**config.mk**
```make
export PLATFORM = sky130hd
export DESIGN_NAME = pipe_mux_n
export DESIGN_NICKNAME = d
export VERILOG_FILES = /design/src/rtl/pipe_mux_n.sv
export SDC_FILE = /design/constraint.sdc
export NUM_CORES = 1
export LEC_CHECK = 0
export ABC_AREA = 1
export BUFFER_PORTS_ARGS = -buffer_cell sky130_fd_sc_hd__clkbuf_2
export CORE_MARGIN = 3
export CORE_UTILIZATION = 38
export DETAILED_ROUTE_END_ITERATION = 12
export GPL_ROUTABILITY_DRIVEN = 0
export GPL_TIMING_DRIVEN = 0
export HOLD_SLACK_MARGIN = 0.06
export PLACE_DENSITY_LB_ADDON = 0.25
export SETUP_SLACK_MARGIN = 0.3
export SKIP_CTS_REPAIR_TIMING = 1
export SLEW_MARGIN = 10
export SYNTH_ARGS = -nofsm -noshare
export SYNTH_HDL_FRONTEND = slang
export SYNTH_SLANG_ARGS = --single-unit
```
**constraint.sdc**
```tcl
create_clock -name clk -period 2.43 [get_ports clk]
set_clock_uncertainty 0.2 [all_clocks]
set_input_delay 0.1215 -clock clk [delete_from_list [all_inputs] [get_ports clk]]
set_output_delay 0.1215 -clock clk [all_outputs]
set_load 0.02 [all_outputs]
```
**src/rtl/pipe_mux_n.sv**
```systemverilog
`default_nettype none
// +--------------------------------------------------------------------------+
// | Module   : pipe_mux_n                                                    |
// | Purpose  : N-channel valid/ready mux with one registered output stage,   |
// |            directed-select or round-robin arbitration.                   |
// | Option   : PIPE_MUX_CNT_EN adds the xfer_cnt output handshake counter.   |
// | Revision : 1.0 - initial release                                         |
// +--------------------------------------------------------------------------+
module pipe_mux_n #(
  parameter int N_CH  = 4,
  parameter int WIDTH = 32,
  localparam int SW   = (N_CH > 1) ? $clog2(N_CH) : 1
) (
  input  logic                  clk,
  input  logic                  rst,
  input  logic [N_CH*WIDTH-1:0] in_data,
  input  logic [N_CH-1:0]       in_valid,
  output logic [N_CH-1:0]       in_ready,
  input  logic                  mode,
  input  logic [SW-1:0]         sel,
  output logic [WIDTH-1:0]      out_data,
  output logic                  out_valid,
  input  logic                  out_ready,
  output logic [SW-1:0]         out_src
`ifdef PIPE_MUX_CNT_EN
  ,
  output logic [31:0]           xfer_cnt
`endif
);

  localparam int NP = 1 << SW;

  logic             out_valid_q, out_valid_d;
  logic [WIDTH-1:0] out_data_q,  out_data_d;
  logic [SW-1:0]    out_src_q,   out_src_d;
  logic [SW-1:0]    ptr_q,       ptr_d;

  logic [NP-1:0]    valid_pad;
  logic             can_load;
  logic             dir_hit;
  logic             rr_hit;
  logic [SW-1:0]    rr_idx;
  logic [SW:0]      scan_sum;
  logic [SW-1:0]    scan_idx;
  logic             grant_vld;
  logic [SW-1:0]    grant_idx;
  logic [WIDTH-1:0] grant_data;

  // Padding in_valid to 2**SW entries lets an out-of-range sel read a defined 0.
  always_comb begin
    valid_pad           = '0;
    valid_pad[N_CH-1:0] = in_valid;
    dir_hit = ({1'b0, sel} < (SW+1)'(N_CH)) && valid_pad[sel];

    rr_hit   = 1'b0;
    rr_idx   = '0;
    scan_sum = '0;
    scan_idx = '0;
    // Scan farthest-first so the channel closest to ptr is the final winner.
    for (int k = N_CH - 1; k >= 0; k--) begin
      scan_sum = {1'b0, ptr_q} + (SW+1)'(k);
      if (scan_sum >= (SW+1)'(N_CH)) begin
        scan_sum = scan_sum - (SW+1)'(N_CH);
      end
      scan_idx = scan_sum[SW-1:0];
      if (valid_pad[scan_idx]) begin
        rr_hit = 1'b1;
        rr_idx = scan_idx;
      end
    end

    can_load  = !out_valid_q || out_ready;
    grant_vld = !rst && can_load && (mode ? rr_hit : dir_hit);
    grant_idx = mode ? rr_idx : sel;
  end

  always_comb begin
    grant_data = '0;
    in_ready   = '0;
    for (int i = 0; i < N_CH; i++) begin
      if (grant_idx == SW'(i)) begin
        grant_data  = in_data[i*WIDTH +: WIDTH];
        in_ready[i] = grant_vld;
      end
    end
  end

  always_comb begin
    out_valid_d = out_valid_q;
    out_data_d  = out_data_q;
    out_src_d   = out_src_q;
    ptr_d       = ptr_q;
    if (grant_vld) begin
      out_valid_d = 1'b1;
      out_data_d  = grant_data;
      out_src_d   = grant_idx;
      if (mode) begin
        ptr_d = (grant_idx == SW'(N_CH - 1)) ? '0 : grant_idx + SW'(1);
      end
    end else if (out_valid_q && out_ready) begin
      out_valid_d = 1'b0;
    end
  end

  always_ff @(posedge clk) begin
    if (rst) begin
      out_valid_q <= 1'b0;
      out_data_q  <= '0;
      out_src_q   <= '0;
      ptr_q       <= '0;
    end else begin
      out_valid_q <= out_valid_d;
      out_data_q  <= out_data_d;
      out_src_q   <= out_src_d;
      ptr_q       <= ptr_d;
    end
  end

  assign out_valid = out_valid_q;
  assign out_data  = out_data_q;
  assign out_src   = out_src_q;

`ifdef PIPE_MUX_CNT_EN
  logic [31:0] cnt_q, cnt_d;

  always_comb begin
    cnt_d = cnt_q + {31'd0, out_valid_q & out_ready};
  end

  always_ff @(posedge clk) begin
    if (rst) begin
      cnt_q <= '0;
    end else begin
      cnt_q <= cnt_d;
    end
  end

  assign xfer_cnt = cnt_q;
`endif

endmodule
`default_nettype wire

```
=== Yosys cells after proc, flatten, opt, wreduce, memory -nomap -nowiden ===
Index checks and enable logic that the tools add are counted.

* Register bits after elaboration: 37
* Input port bits: 138
* Output and inout port bits: 39
* Logic and storage cells: 68

* Add/sub/neg operators: 8
* Order comparisons: 9
* Eq/ne operators: 3
* Mux-type cells: 35
* Reduce and logical (&&, ||, !) cells: 9

{| class="wikitable"
|+ Operators by type and width
! operator !! number
|-
| 32-bit two-way mux || 4
|-
| 2-bit two-way mux || 10
|-
| 1-bit two-way mux || 16
|-
| 2-bit by 3-bit less-than comparator with 1-bit output (second input constant) || 5
|-
| 1-bit binary-select mux with 2-bit select || 5
|-
| 3-bit greater-or-equal comparator (second input constant) || 3
|-
| 2-bit by 1-bit subtractor with 2-bit output (second input constant) || 4
|-
| 2-bit by 2-bit adder with 3-bit output (second input constant) || 2
|-
| 2-bit == test (second input constant) || 2
|-
| 2-bit by 1-bit adder with 3-bit output (second input constant) || 1
|-
| 2-bit by 3-bit greater-or-equal comparator with 1-bit output (second input constant) || 1
|-
| 1-bit logical AND || 3
|-
| 2-bit by 1-bit adder with 2-bit output (second input constant) || 1
|-
| 2-bit by 1-bit == test with 1-bit output (second input constant) || 1
|-
| 1-bit logical NOT || 2
|-
| 2-bit logical NOT || 1
|-
| 2-bit AND reduction || 1
|-
| 2-bit nonzero test || 1
|-
| 1-bit logical OR || 1
|}

=== Longest topological paths before layout ===
* Word-level depth: 15
* Gate-level depth with buffers: 24
* Depth with buffers taken out: 21

=== Least setup slack after synthesis ===
No wires, ideal clock.

* Path type: register to register
* Start: reg ptr_q[0]
* End: reg out_data_q[16], in the netlist out_data[16]
* Library setup time: 70 ps
* Data arrival time: 2419 ps
* Slack: -259 ps
* Cell stages (with the launch flop): 21
* Path buffers: 3
* Clock period less this slack: 2689 ps
* Cells stage by stage: dfxtp_1 -> buf_6 -> inv_4 -> nand2_1 -> and2_1 -> nand2_1 -> nand2_1 -> inv_1 -> nand2_1 -> nand2_1 -> nand3_1 -> nand2_1 -> inv_1 -> ha_1 -> clkbuf_1 -> inv_1 -> clkbuf_1 -> nand3_1 -> a211oi_1 -> a21oi_1 -> a21oi_1

* Word-level cells in the longest chain between the ends: 15
* Elaborated cells between the ends (all ways): 42
* Those cells by class: add/sub (7); order compare (4); eq/ne (3); mux (26); reduce/logical (2)

{| class="wikitable"
|+ Ends and longest elaborated chain
! item !! line !! RTL
|-
| start, declared || 36 || <nowiki>logic [SW-1:0] ptr_q, ptr_d;</nowiki>
|-
| start signal, assigned || 115 || <nowiki>ptr_q <= ptr_d;</nowiki>
|-
| 2-bit by 2-bit adder with 3-bit output || 61 || <nowiki>scan_sum = {1'b0, ptr_q} + (SW+1)'(k);</nowiki>
|-
| 3-bit greater-or-equal comparator or 2-bit by 1-bit subtractor with 2-bit output (tied branches) || 62, 63 ||
|-
| 2-bit two-way mux || 62 || <nowiki>if (scan_sum >= (SW+1)'(N_CH)) begin</nowiki>
|-
| 1-bit binary-select mux with 2-bit select || 66 || <nowiki>if (valid_pad[scan_idx]) begin</nowiki>
|-
| 1-bit two-way mux (not written as such) || 66 ||
|-
| 2-bit two-way mux (3 in a row) || 66 ||
|-
| 2-bit two-way mux * || 66 ||
|-
| 2-bit two-way mux * || 74 || <nowiki>grant_idx = mode ? rr_idx : sel;</nowiki>
|-
| named net grant_idx[0] || 46 || <nowiki>logic [SW-1:0] grant_idx;</nowiki>
|-
| 2-bit logical NOT || 81 || <nowiki>if (grant_idx == SW'(i)) begin</nowiki>
|-
| 32-bit two-way mux (3 in a row) || 81 ||
|-
| 32-bit two-way mux * || 81 ||
|-
| end signal, assigned || 113 || <nowiki>out_data_q <= out_data_d;</nowiki>
|-
| end, declared || 34 || <nowiki>logic [WIDTH-1:0] out_data_q, out_data_d;</nowiki>
|}

The timed path passes the listed nets; every way through them passes the cells marked *. The select of a mux whose other input is x is not followed.
A chain may end at the register's enable or synchronous reset.

=== Worst setup path after layout ===
* Start: reg ptr_q[0]
* End: reg out_data_q[19], in the netlist out_data[19]

Same word-level chain as after synthesis.

==> summary.txt <==
Global route
  • Antenna violations before repair: 0
  • GR Util All Layers: between 20% and 30%
  • First-pass GRT wire length: ~15000 um
  • Gr ovfl total: 0
  • Number of global-route vias before repair: between 3000 and 4000
  • Pin count of the biggest net entering global routing: 14

Route
  • Wire per inst: 15.6 um
  • Vias/cell: ~5.3
  • Via Count: 4009
  • Drt first pass iters: 5
  • DRC: 0
  • Antenna Nets Post-Route: 0
  • Drt total wl: 11900 um
  • Initial drt markers: ~240

Synthesis
  • Synth Instances: 440
  • Main combinational cell family by area after synthesis: compound AO/OA/AOI/OAI gates
  • Area leader, netlist: dfxtp_1
  • Mapped Area: approximately 0.0027 sq mm
  • Post-synth top cells: nand2_1 (87), a21oi_1 (74), nor2_1 (50)
  • Mux cell area share after synthesis: 0%
  • Synth Area in Compound Gates: a little under a third
  • Post-Synth Adder-Cell Area: around 1.9%
  • Synth cell types: 24
  • Largest cells by area after synthesis: dfxtp_1 (28%), a21oi_1 (14%), nand2_1 (12%), o21ai_0 (8.9%), nand3_1 (7.2%)
  • Count leader, synth: nand2_1
  • Synth top area share: 27.9%
  • Synth Area in XOR/XNOR: 0%
  • Post-synthesis simple-gate area fraction: a little under 30%
  • Flops & latches, synth: 37
  • Syn Area/Cell: between 6 and 7 sq um
  • Syn nets: slightly below 600
  • Post-synth ARST share: 0%
  • Sequential-to-total area share from yosys stat: 27.9%
  • Synth warnings: 0
  • Main flop type after synthesis: dfxtp_1
  • EDFF count, synth: 0

STA
  • Pins Over Slew Limit: 0
  • RSZ-0062 raised after global routing: true
  • Final hold viol count: 0
  • Worst Tran Pin Value: approximately 0.47 ns
  • Minimum clock period: about 2.6 ns
  • Crit share post-route: 109%
  • Slew HR: 68.4%
  • PnR worst setup slack: -0.207 ns
  • Final setup fails: 36
  • Total negative slack: -5.51 ns
  • Fmax: about 380 MHz

Setup path
  • CP peak stage delay: approximately 0.34 ns
  • Startpoint types: flip-flop
  • Crit-path max FO: 10
  • Cell Chain, Critical Path: buf_6 > inv_6 > nand2_2 > nand2_2 > nand2_2 > nand2_2 > nor2_2 > nor2_1 > nand2_1 > nand3_2 > nand2_4 > inv_4 > ha_4 > buf_12 > buf_4 > a21oi_1 > a211oi_2 > a21oi_2 > a21oi_1
  • Most common cell on crit path: nand2_2
  • Critical-path top delay cell: dfxtp_2
  • CP Data Arrival Time: between 2 and 3 ns
  • Crit path capture type: flip-flop
  • Worst EP required: 2.41 ns
  • CP Buf/Inv Count: 5
  • Critical path class: reg -> reg
  • CP delay by family, top: simple AND/OR/NAND/NOR gates

Floorplan
  • DIE WIDTH: about 90 um
  • Initial core utilization: approximately 40%
  • Die Area: 0.00802 sq mm
  • Core area: between 0.006 and 0.007 sq mm
  • Ports: ~180
  • Die Y-Extent: between 80 and 90 um
  • Site row count: 29

Finish
  • Final cell count without fillers: 761
  • Nets: roughly 810
  • P&R area growth vs syn: 79.0%
  • Design area: between 0.004 and 0.005 sq mm
  • # diodes: 0
  • Ratio of cells with drive above 1 in the final layout: 45.8%

Flow run
  • Max Cap Violations: 0

Pwr
  • Pleak: 2.36 nW
  • Maximum VDD drop: 0.370 mV
  • Cell Pwr Density: 589 mW/mm^2

Clocking
  • Clock tree from TritonCTS: built
  • H-tree depth: 2
  • # clock sinks: 37
  • Clock-pin slew on the worst setup and hold paths: ~0.080 ns
  • TritonCTS Buffers: 5
  • Root Driver: clkbuf_8
  • Worst skew pair latency: slightly below 0.3 ns
  • Clock buffer depth: 2

Status
  • Status: complete, but fails checks
  • Failing checks: negative setup slack

Placement
  • Placed Area: roughly 0.0038 sq mm
  • I/O Buffers: between 150 and 200
  • Post-Place Setup Slack: -0.378 ns
  • HPWL after detailed placement: about 8400 um
  • Placed cells: slightly above 700

Min path
  • Hold WC Path Type: in -> reg
==> worst reg2reg max path, stage by stage, from the launching register on <==
cell and delay [ns]:
dfxtp_2 0.34, buf_6 0.13, inv_6 0.05, nand2_2 0.05
nand2_2 0.07, nand2_2 0.09, nand2_2 0.07, nor2_2 0.13
nor2_1 0.05, nand2_1 0.07, nand3_2 0.11, nand2_4 0.11
inv_4 0.05, ha_4 0.15, buf_12 0.14, buf_4 0.18
a21oi_1 0.16, a211oi_2 0.09, a21oi_2 0.19, a21oi_1 0.09
==> cells in the final DEF, fill, tap and decap left out, types with 3 or more instances in the layout <==
| cell | Yosys | routed |
|---|---|---|
| a211oi_1 | 14 | 6 |
| a211oi_2 | 0 | 8 |
| a21oi_1 | 74 | 55 |
| a21oi_2 | 0 | 19 |
| buf_2 | 4 | 3 |
| buf_4 | 1 | 11 |
| buf_6 | 5 | 17 |
| buf_8 | 0 | 8 |
| clkbuf_1 | 25 | 3 |
| clkbuf_2 | 0 | 175 |
| clkbuf_8 | 0 | 6 |
| dfxtp_1 | 37 | 35 |
| dlygate4sd3_1 | 0 | 34 |
| inv_1 | 18 | 12 |
| inv_2 | 1 | 3 |
| inv_4 | 2 | 3 |
| nand2_1 | 87 | 72 |
| nand2_2 | 4 | 16 |
| nand2_4 | 1 | 4 |
| nand3_1 | 38 | 36 |
| nor2_1 | 50 | 43 |
| nor2_2 | 2 | 5 |
| nor2_4 | 0 | 4 |
| o21ai_0 | 47 | 13 |
| o21ai_1 | 20 | 49 |
| o21ai_2 | 0 | 5 |
==> per-stage QoR <==
step | power [mW] | hold slack (ns) | utilization (%)
after floorplan | 1.48 | -0.00943 | -
after global placement | 1.82 | 0.119 | 58.1
after detailed placement | 1.84 | 0.116 | 58.1
after CTS | 2.51 | -0.198 | 60.2
after global routing | 2.96 | 0.0253 | 72.3
final | 2.80 | 0.0141 | 72.3
==> sequential cells by signal, indices dropped and copies added, names as in the netlist <==
signal     cells
out_valid      1
out_src        2
out_data      32
ptr_q          2
==> report_power, final <==
group          switching [mW]  total (mW)  internal, mW
Sequential             0.0405       0.718         0.678
Clock                   0.246       0.660         0.413
Combinational           0.794        1.42         0.626
Total                    1.08        2.80          1.72
==> logic make-up (layout without fill, tap and decap cells) <==
group,Yosys count,after routing
flip-flops,37,37
AO/OA/AOI/OAI,155,155
AND/OR/NAND/NOR,186,186
buffers and inverters,58,286
adder cells (fa/ha/maj),4,4
==> final cells by class <==
class	instances	area, sq um
sequential	37	746
tap	93	116
fill	562	1820
buffer	36	394
clock buffer	5	68.8
timing repair buffer	220	1350
inverter	22	115
multi-input combinational	345	1890
clock inverter	3	68.8
==> per-layer routing <==
metal	vias up	GRT usage [%]	part of all wire, %
met2	223	41.9	51
met4	0	5.95	1.9
li1	1945	-	-
met1	1811	31.1	39
met3	30	4.06	8.3
met5	-	0	0
==> worst paths after layout <==
| kind | startpoint | slack, ns | to | cells past startpoint |
|---|---|---|---|---|
| worst max-delay path | ptr_q[0] | -0.21 | out_data[19] | 19 |
| worst max register to register | ptr_q[0] | -0.21 | out_data[19] | 19 |
| worst min-delay path | mode | 0.01 | ptr_q[0] | 5 |
| worst min register to register | out_data[18] | 0.28 | out_data[18] | 2 |
Note: power is estimated with default switching activity, not from simulation.
